===== src/rtl/general_register_write_arbiter_if.sv =====
// Writeback request/response bundle between the two writeback requesters and
// the general register file write port.
interface general_register_write_arbiter_if;
  logic [1:0]        req_valid;
  logic [1:0]        req_ready;
  logic [1:0][2:0]   req_index;
  logic [1:0][1:0]   req_bit_width;
  logic [1:0][31:0]  req_data;

  logic              rf_we;
  logic [2:0]        rf_index;
  logic [3:0]        rf_byte_enable;
  logic [31:0]       rf_wdata;
  logic [7:0]        busy;
  logic              illegal_width;

  modport master (
    output req_valid, req_index, req_bit_width, req_data,
    input  req_ready, rf_we, rf_index, rf_byte_enable, rf_wdata, busy, illegal_width
  );

  modport slave (
    input  req_valid, req_index, req_bit_width, req_data,
    output req_ready, rf_we, rf_index, rf_byte_enable, rf_wdata, busy, illegal_width
  );
endinterface


===== src/rtl/general_register_write_arbiter.sv =====
// Round-robin arbiter sharing the register file write port between execute and
// load/microcode, with x86 8/16/32-bit register name to byte-lane translation.
module general_register_write_arbiter #(
  parameter int DATA_WIDTH = 32,
  parameter int NUM_REGS   = 8
) (
  input  logic                           clock,
  input  logic                           reset,
  input  logic                           hold,
  general_register_write_arbiter_if.slave bus
);

  typedef enum logic [1:0] {
    W8        = 2'b00,
    W16       = 2'b01,
    W32       = 2'b10,
    W_ILLEGAL = 2'b11
  } width_e;

  typedef struct packed {
    logic [2:0]            index;
    width_e                width;
    logic [DATA_WIDTH-1:0] data;
  } entry_t;

  logic [1:0]  full_q, full_d;
  entry_t      buf_q [2];
  entry_t      buf_d [2];
  logic        ptr_q, ptr_d;
  logic        out_valid_q, out_valid_d;
  logic [2:0]  out_index_q, out_index_d;
  logic [3:0]  out_be_q, out_be_d;
  logic [31:0] out_wdata_q, out_wdata_d;
  logic        illegal_q, illegal_d;

  logic [1:0]          grant;
  logic                winner;
  logic [1:0]          ready;
  logic [1:0]          accept;
  entry_t              sel;
  logic [NUM_REGS-1:0] busy_vec;

  // AH/CH/DH/BH (8-bit codes 4-7) live in byte 1 of registers 0-3.
  function automatic logic [2:0] phys_index(entry_t e);
    return (e.width == W8) ? {1'b0, e.index[1:0]} : e.index;
  endfunction

  // NOTE: every signal written in always_comb gets a default first, so no path leaves it unassigned and no latch is inferred.
  always_comb begin
    grant = '0;
    unique case (full_q)
      2'b11:   winner = ptr_q;
      2'b10:   winner = 1'b1;
      default: winner = 1'b0;
    endcase
    if (!hold && (full_q != 2'b00)) grant[winner] = 1'b1;
    ready  = ~full_q | grant;
    accept = bus.req_valid & ready;
  end

  always_comb begin
    sel         = buf_q[winner];
    out_valid_d = |grant;
    out_index_d = '0;
    out_be_d    = '0;
    out_wdata_d = '0;
    if (|grant) begin
      out_index_d = phys_index(sel);
      unique case (sel.width)
        W8: begin
          if (sel.index[2]) begin
            out_be_d    = 4'b0010;
            out_wdata_d = {16'h0, sel.data[7:0], 8'h0};
          end else begin
            out_be_d    = 4'b0001;
            out_wdata_d = {24'h0, sel.data[7:0]};
          end
        end
        W16: begin
          out_be_d    = 4'b0011;
          out_wdata_d = {16'h0, sel.data[15:0]};
        end
        default: begin
          out_be_d    = 4'b1111;
          out_wdata_d = sel.data;
        end
      endcase
    end
  end

  // A granted buffer empties and may be refilled by the same cycle's request.
  always_comb begin
    full_d    = full_q;
    buf_d     = buf_q;
    illegal_d = illegal_q;
    ptr_d     = (|grant) ? ~winner : ptr_q;
    for (int i = 0; i < 2; i++) begin
      if (grant[i]) full_d[i] = 1'b0;
      if (accept[i]) begin
        full_d[i]       = 1'b1;
        buf_d[i].index  = bus.req_index[i];
        buf_d[i].data   = bus.req_data[i];
        if (bus.req_bit_width[i] == W_ILLEGAL) begin
          buf_d[i].width = W32;
          illegal_d      = 1'b1;
        end else begin
          buf_d[i].width = width_e'(bus.req_bit_width[i]);
        end
      end
    end
  end

  // NOTE: state uses non-blocking assignments so every flop samples pre-edge values regardless of block order.
  always_ff @(posedge clock) begin
    if (reset) begin
      full_q      <= '0;
      ptr_q       <= 1'b0;
      out_valid_q <= 1'b0;
      out_index_q <= '0;
      out_be_q    <= '0;
      out_wdata_q <= '0;
      illegal_q   <= 1'b0;
    end else begin
      full_q      <= full_d;
      ptr_q       <= ptr_d;
      out_valid_q <= out_valid_d;
      out_index_q <= out_index_d;
      out_be_q    <= out_be_d;
      out_wdata_q <= out_wdata_d;
      illegal_q   <= illegal_d;
    end
  end

  // NOTE: buffer payload is left unreset; it is only ever read while its full bit is set.
  always_ff @(posedge clock) begin
    buf_q <= buf_d;
  end

  always_comb begin
    busy_vec = '0;
    for (int i = 0; i < 2; i++) begin
      if (full_q[i]) busy_vec[phys_index(buf_q[i])] = 1'b1;
    end
    if (out_valid_q) busy_vec[out_index_q] = 1'b1;
  end

  assign bus.req_ready      = ready;
  assign bus.rf_we          = out_valid_q;
  assign bus.rf_index       = out_index_q;
  assign bus.rf_byte_enable = out_be_q;
  assign bus.rf_wdata       = out_wdata_q;
  assign bus.busy           = busy_vec;
  assign bus.illegal_width  = illegal_q;

endmodule


===== src/flat_wrapper.sv =====
// flat-port wrapper written by rule: the top's interface ports become plain ports
module general_register_write_arbiter_flat 
#(
  parameter int DATA_WIDTH = 32,
  parameter int NUM_REGS   = 8
)
  (clock, reset, hold, bus_req_valid, bus_req_index, bus_req_bit_width, bus_req_data, bus_req_ready, bus_rf_we, bus_rf_index, bus_rf_byte_enable, bus_rf_wdata, bus_busy, bus_illegal_width);
  general_register_write_arbiter_if bus_i ();
  input  logic clock;
  input  logic reset;
  input  logic hold;
  input wire logic [$bits(bus_i.req_valid)-1:0] bus_req_valid;
  input wire logic [$bits(bus_i.req_index)-1:0] bus_req_index;
  input wire logic [$bits(bus_i.req_bit_width)-1:0] bus_req_bit_width;
  input wire logic [$bits(bus_i.req_data)-1:0] bus_req_data;
  output wire logic [$bits(bus_i.req_ready)-1:0] bus_req_ready;
  output wire logic [$bits(bus_i.rf_we)-1:0] bus_rf_we;
  output wire logic [$bits(bus_i.rf_index)-1:0] bus_rf_index;
  output wire logic [$bits(bus_i.rf_byte_enable)-1:0] bus_rf_byte_enable;
  output wire logic [$bits(bus_i.rf_wdata)-1:0] bus_rf_wdata;
  output wire logic [$bits(bus_i.busy)-1:0] bus_busy;
  output wire logic [$bits(bus_i.illegal_width)-1:0] bus_illegal_width;
  assign bus_i.req_valid = bus_req_valid;
  assign bus_i.req_index = bus_req_index;
  assign bus_i.req_bit_width = bus_req_bit_width;
  assign bus_i.req_data = bus_req_data;
  assign bus_req_ready = bus_i.req_ready;
  assign bus_rf_we = bus_i.rf_we;
  assign bus_rf_index = bus_i.rf_index;
  assign bus_rf_byte_enable = bus_i.rf_byte_enable;
  assign bus_rf_wdata = bus_i.rf_wdata;
  assign bus_busy = bus_i.busy;
  assign bus_illegal_width = bus_i.illegal_width;
  general_register_write_arbiter #(.DATA_WIDTH(DATA_WIDTH), .NUM_REGS(NUM_REGS)) u_core (.clock(clock), .reset(reset), .hold(hold), .bus(bus_i));
endmodule

===== config.mk =====
export PLATFORM = sky130hd
export DESIGN_NAME = general_register_write_arbiter_flat
export DESIGN_NICKNAME = d
export VERILOG_FILES = /design/src/rtl/general_register_write_arbiter_if.sv /design/src/rtl/general_register_write_arbiter.sv /design/src/flat_wrapper.sv
export SDC_FILE = /design/constraint.sdc
export NUM_CORES = 1
export LEC_CHECK = 0
export CORE_MARGIN = 10
export CORE_UTILIZATION = 50
export DETAILED_ROUTE_END_ITERATION = 10
export GPL_TIMING_DRIVEN = 0
export PLACE_DENSITY = 0.85
export SYNTH_ARGS = -nofsm -noshare
export SYNTH_HDL_FRONTEND = slang
export SYNTH_SLANG_ARGS = --single-unit

===== constraint.sdc =====
create_clock -name clock -period 3.6 [get_ports clock]
set_input_delay 0.54 -clock clock [delete_from_list [all_inputs] [get_ports clock]]
set_output_delay 0.54 -clock clock [all_outputs]
set_load 0.005 [all_outputs]

==> impl_metrics.ini <==
[clock_tree]
clock_latency_ns = 0.50
cts_made_buffers = 17
cts_setup_buffers = 0
cts_sinks = 117
cts_tree = built
clkTransAtPathRegs_ns = 0.06
cts_root_buffer = clkbuf_8
cts_max_level = 4
max-clock-path-buffers = 2
post_cts_resized = 0
ctsHoldBuffers = 0

[final_layout]
areaGrowthSynthToFinish_pct = 46.0
diodes = 0
fin_area_mm2 = 0.00621
final_layout_size_suffix_gt1_frac = 0.0909
num-nets-final = 561

[synth]
synth_top_family_by_area = simple AND/OR/NAND/NOR gates
synth_compound_area_frac = 0.119
synth_edf_count = 74
ys_ff_latch = 117
synth_cells = 334
synth_mux_area_frac = 0.00588
avgSynthCellArea_um2 = 12.7
synthXorXnorAreaFrac = 0
synth_cell_types = 35
synth_nets = 413
synth_top_cell_by_area = edfxtp_1
synth_commonest_cells = 74 x edfxtp_1, 58 x nand2_1, 43 x dfxtp_1
synth_ff_type = edfxtp_1
synthesis.area_mm2 = 0.00425
async_flop_share = 0
synth_top_area_frac = 0.523
synth_most_common_cell = edfxtp_1
synth_warnings = 0
ys_seq_area_frac = 0.725
ys_top_cells_by_area = edfxtp_1 52%, dfxtp_1 20%, nand2_1 5.1%, a21oi_1 3.6%, nand3_1 2.4%
synthAdderAreaFrac = 0
yosys.area_share.simple = 0.122

[placement]
placed_area_mm2 = 0.00568
place_hpwl_um = 8060
numPortBuffers = 129
pre_cts_slack_ns = 0.936
gp_congestion = 0.816

[routing]
dr.pass1.iters = 6
routed_wl_um = 11400
ant_nets = 0
drc_errors = 0
viasPerCell = 5.43
vias = 3259
wl_per_cell_um = 19.0
drt_iter0_drc = 186

[sta]
fin_setup_tns_ns = 0
setup_viol = 0
maxSlewViolCount = 0
finalCritPeriodShare = 0.824
clock_skew_ns = 0.00760
postLayoutSetupSlackWorst_ns = 0.633
fin_crit_ns = 2.97
tightest_slew_ns = 0.949
relSlewSlack = 0.367
fmax_mhz = 337
grt_setup_unrepaired = no
final-hold-violation-count = 0

[grt]
grt_pass1_wl_um = 17600
grt_overflow_total = 0
grt_max_degree = 38
grt_pass1_vias = 3477
grt_antenna_before_repair = 0
gr-usage-all-layers = 0.177

[pwr]
leakagePower_nw = 2.25
ir_worst_vdd_v = 0.000380
total_power_mw = 3.32
p_per_area_mw_per_mm2 = 535

[setup_path]
cp.arrival_ns = 2.43
crit_path_end_kind = primary output
worstSetupStartpointType = register
r2r_start = u_core.full_q[0]$_SDFFE_PP0P_
rrSetupSlack_ns = 1.34
required_ns = 3.06
reg2regPathDepth = 4
critPathKind = reg2out
worstReg2RegEnd = u_core.buf_q[25]$_DFFE_PP_
crit_fanout = 10

[run]
maxCapViolCount = 0

[hold_path]
hold_start = u_core.buf_q[17]$_DFFE_PP_
hold_end = u_core.bus.rf_wdata[17]$_SDFF_PP0_
hp-class = reg2reg
hold_depth = 2

[floorplan]
core_area_mm2 = 0.00826
die_area_mm2 = 0.0126
start_util = 0.515
rows = 33
ios = 130
die_y_um = 112
fp.dieW_um = 112

[outcome]
status = complete, no violations
==> stage by stage <==
stage,util,cells,hold slack (ns)
detailed placement,0.688,568,0.486
CTS,0.752,600,0.504
global placement,0.687,568,0.478
floorplan,-,334,0.471
finish,0.752,600,0.508
global route,0.752,600,0.541
==> power breakdown <==
group          internal, mW  switching, mW  total, mW
Clock                 0.905          0.576       1.48
Combinational         0.157          0.147      0.303
Sequential             1.51         0.0297       1.54
Total                  2.57          0.753       3.32
==> critical path: stages, from the launching register on <==
cell and delay [ns]:
dfxtp_1 0.35, buf_2 0.22, buf_2 0.26, nor2b_1 0.31
nand3_1 0.11, o311ai_0 0.10, clkdlybuf4s50_1 0.58
==> sequential cells by signal (all words and copies together) (netlist names) <==
signal / count
u_core.bus.rf_we: 1
u_core.full_q: 2
u_core.bus.rf_index: 3
u_core.bus.illegal_width: 1
u_core.ptr_q: 1
u_core.bus.rf_byte_enable: 3
u_core.bus.rf_wdata: 32
u_core.buf_q: 74
==> cell type report <==
cell class,count,area (µm²)
plain buffers,21,100
clock buffers,18,418
inverters,6,22.5
repair buffers,129,1290
well taps,105,131
fillers,534,2050
multi-input cells,190,1050
flip-flops and latches,117,3080
clock inverters,14,114
==> worst max-delay path by stage <==
stage	startpoint	endpoint	slack (ns)	cells past startpoint
2_1_floorplan	u_core.full_q[0]$_SDFFE_PP0P_	u_core.buf_q[0]$_DFFE_PP_	1.35	4
3_3_place_gp	hold	u_core.buf_q[19]$_DFFE_PP_	0.41	3
3_5_place_dp	hold	u_core.buf_q[4]$_DFFE_PP_	0.94	3
4_1_cts	u_core.full_q[1]$_SDFFE_PP0P_	bus_busy[5]	0.63	6
5_1_grt	u_core.full_q[1]$_SDFFE_PP0P_	bus_busy[5]	0.47	6
6_report	u_core.full_q[1]$_SDFFE_PP0P_	bus_busy[5]	0.63	6
==> cells in the final DEF (no fill, tap or decap), types with 5 or more instances in the layout <==
master           Yosys  final
clkdlybuf4s50_1      0    129
edfxtp_1            74     74
nand2_1             58     58
dfxtp_1             43     43
a21oi_1             31     31
nand3_1             20     20
clkbuf_16            0     16
clkbuf_1            12     13
a211o_1             10     10
o31ai_1              9      9
nor2_1               8      8
a311oi_1             8      8
nor3_1               7      7
nor2b_1              6      6
inv_1                6      6
nand4_1              6      6
buf_2                5      5
o21ai_0              5      5
clkinv_2             0      5
clkinvlp_4           0      5
==> cell families (layout without fill, tap and decap cells) <==
logic type             Yosys count  after routing
flip-flops                     117            117
AND/OR/NAND/NOR                113            113
multiplexers                     2              2
buffers and inverters           27            188
AO/OA/AOI/OAI                   75             75
==> layer usage <==
layer / up-vias / part of all wire / GRT usage
met5: - / 0 / 0
met2: 157 / 0.52 / 0.304
li1: 1530 / - / -
met4: 0 / 0.012 / 0.0651
met1: 1559 / 0.35 / 0.179
met3: 13 / 0.12 / 0.0927
Note: power is estimated with default switching activity, not from simulation.
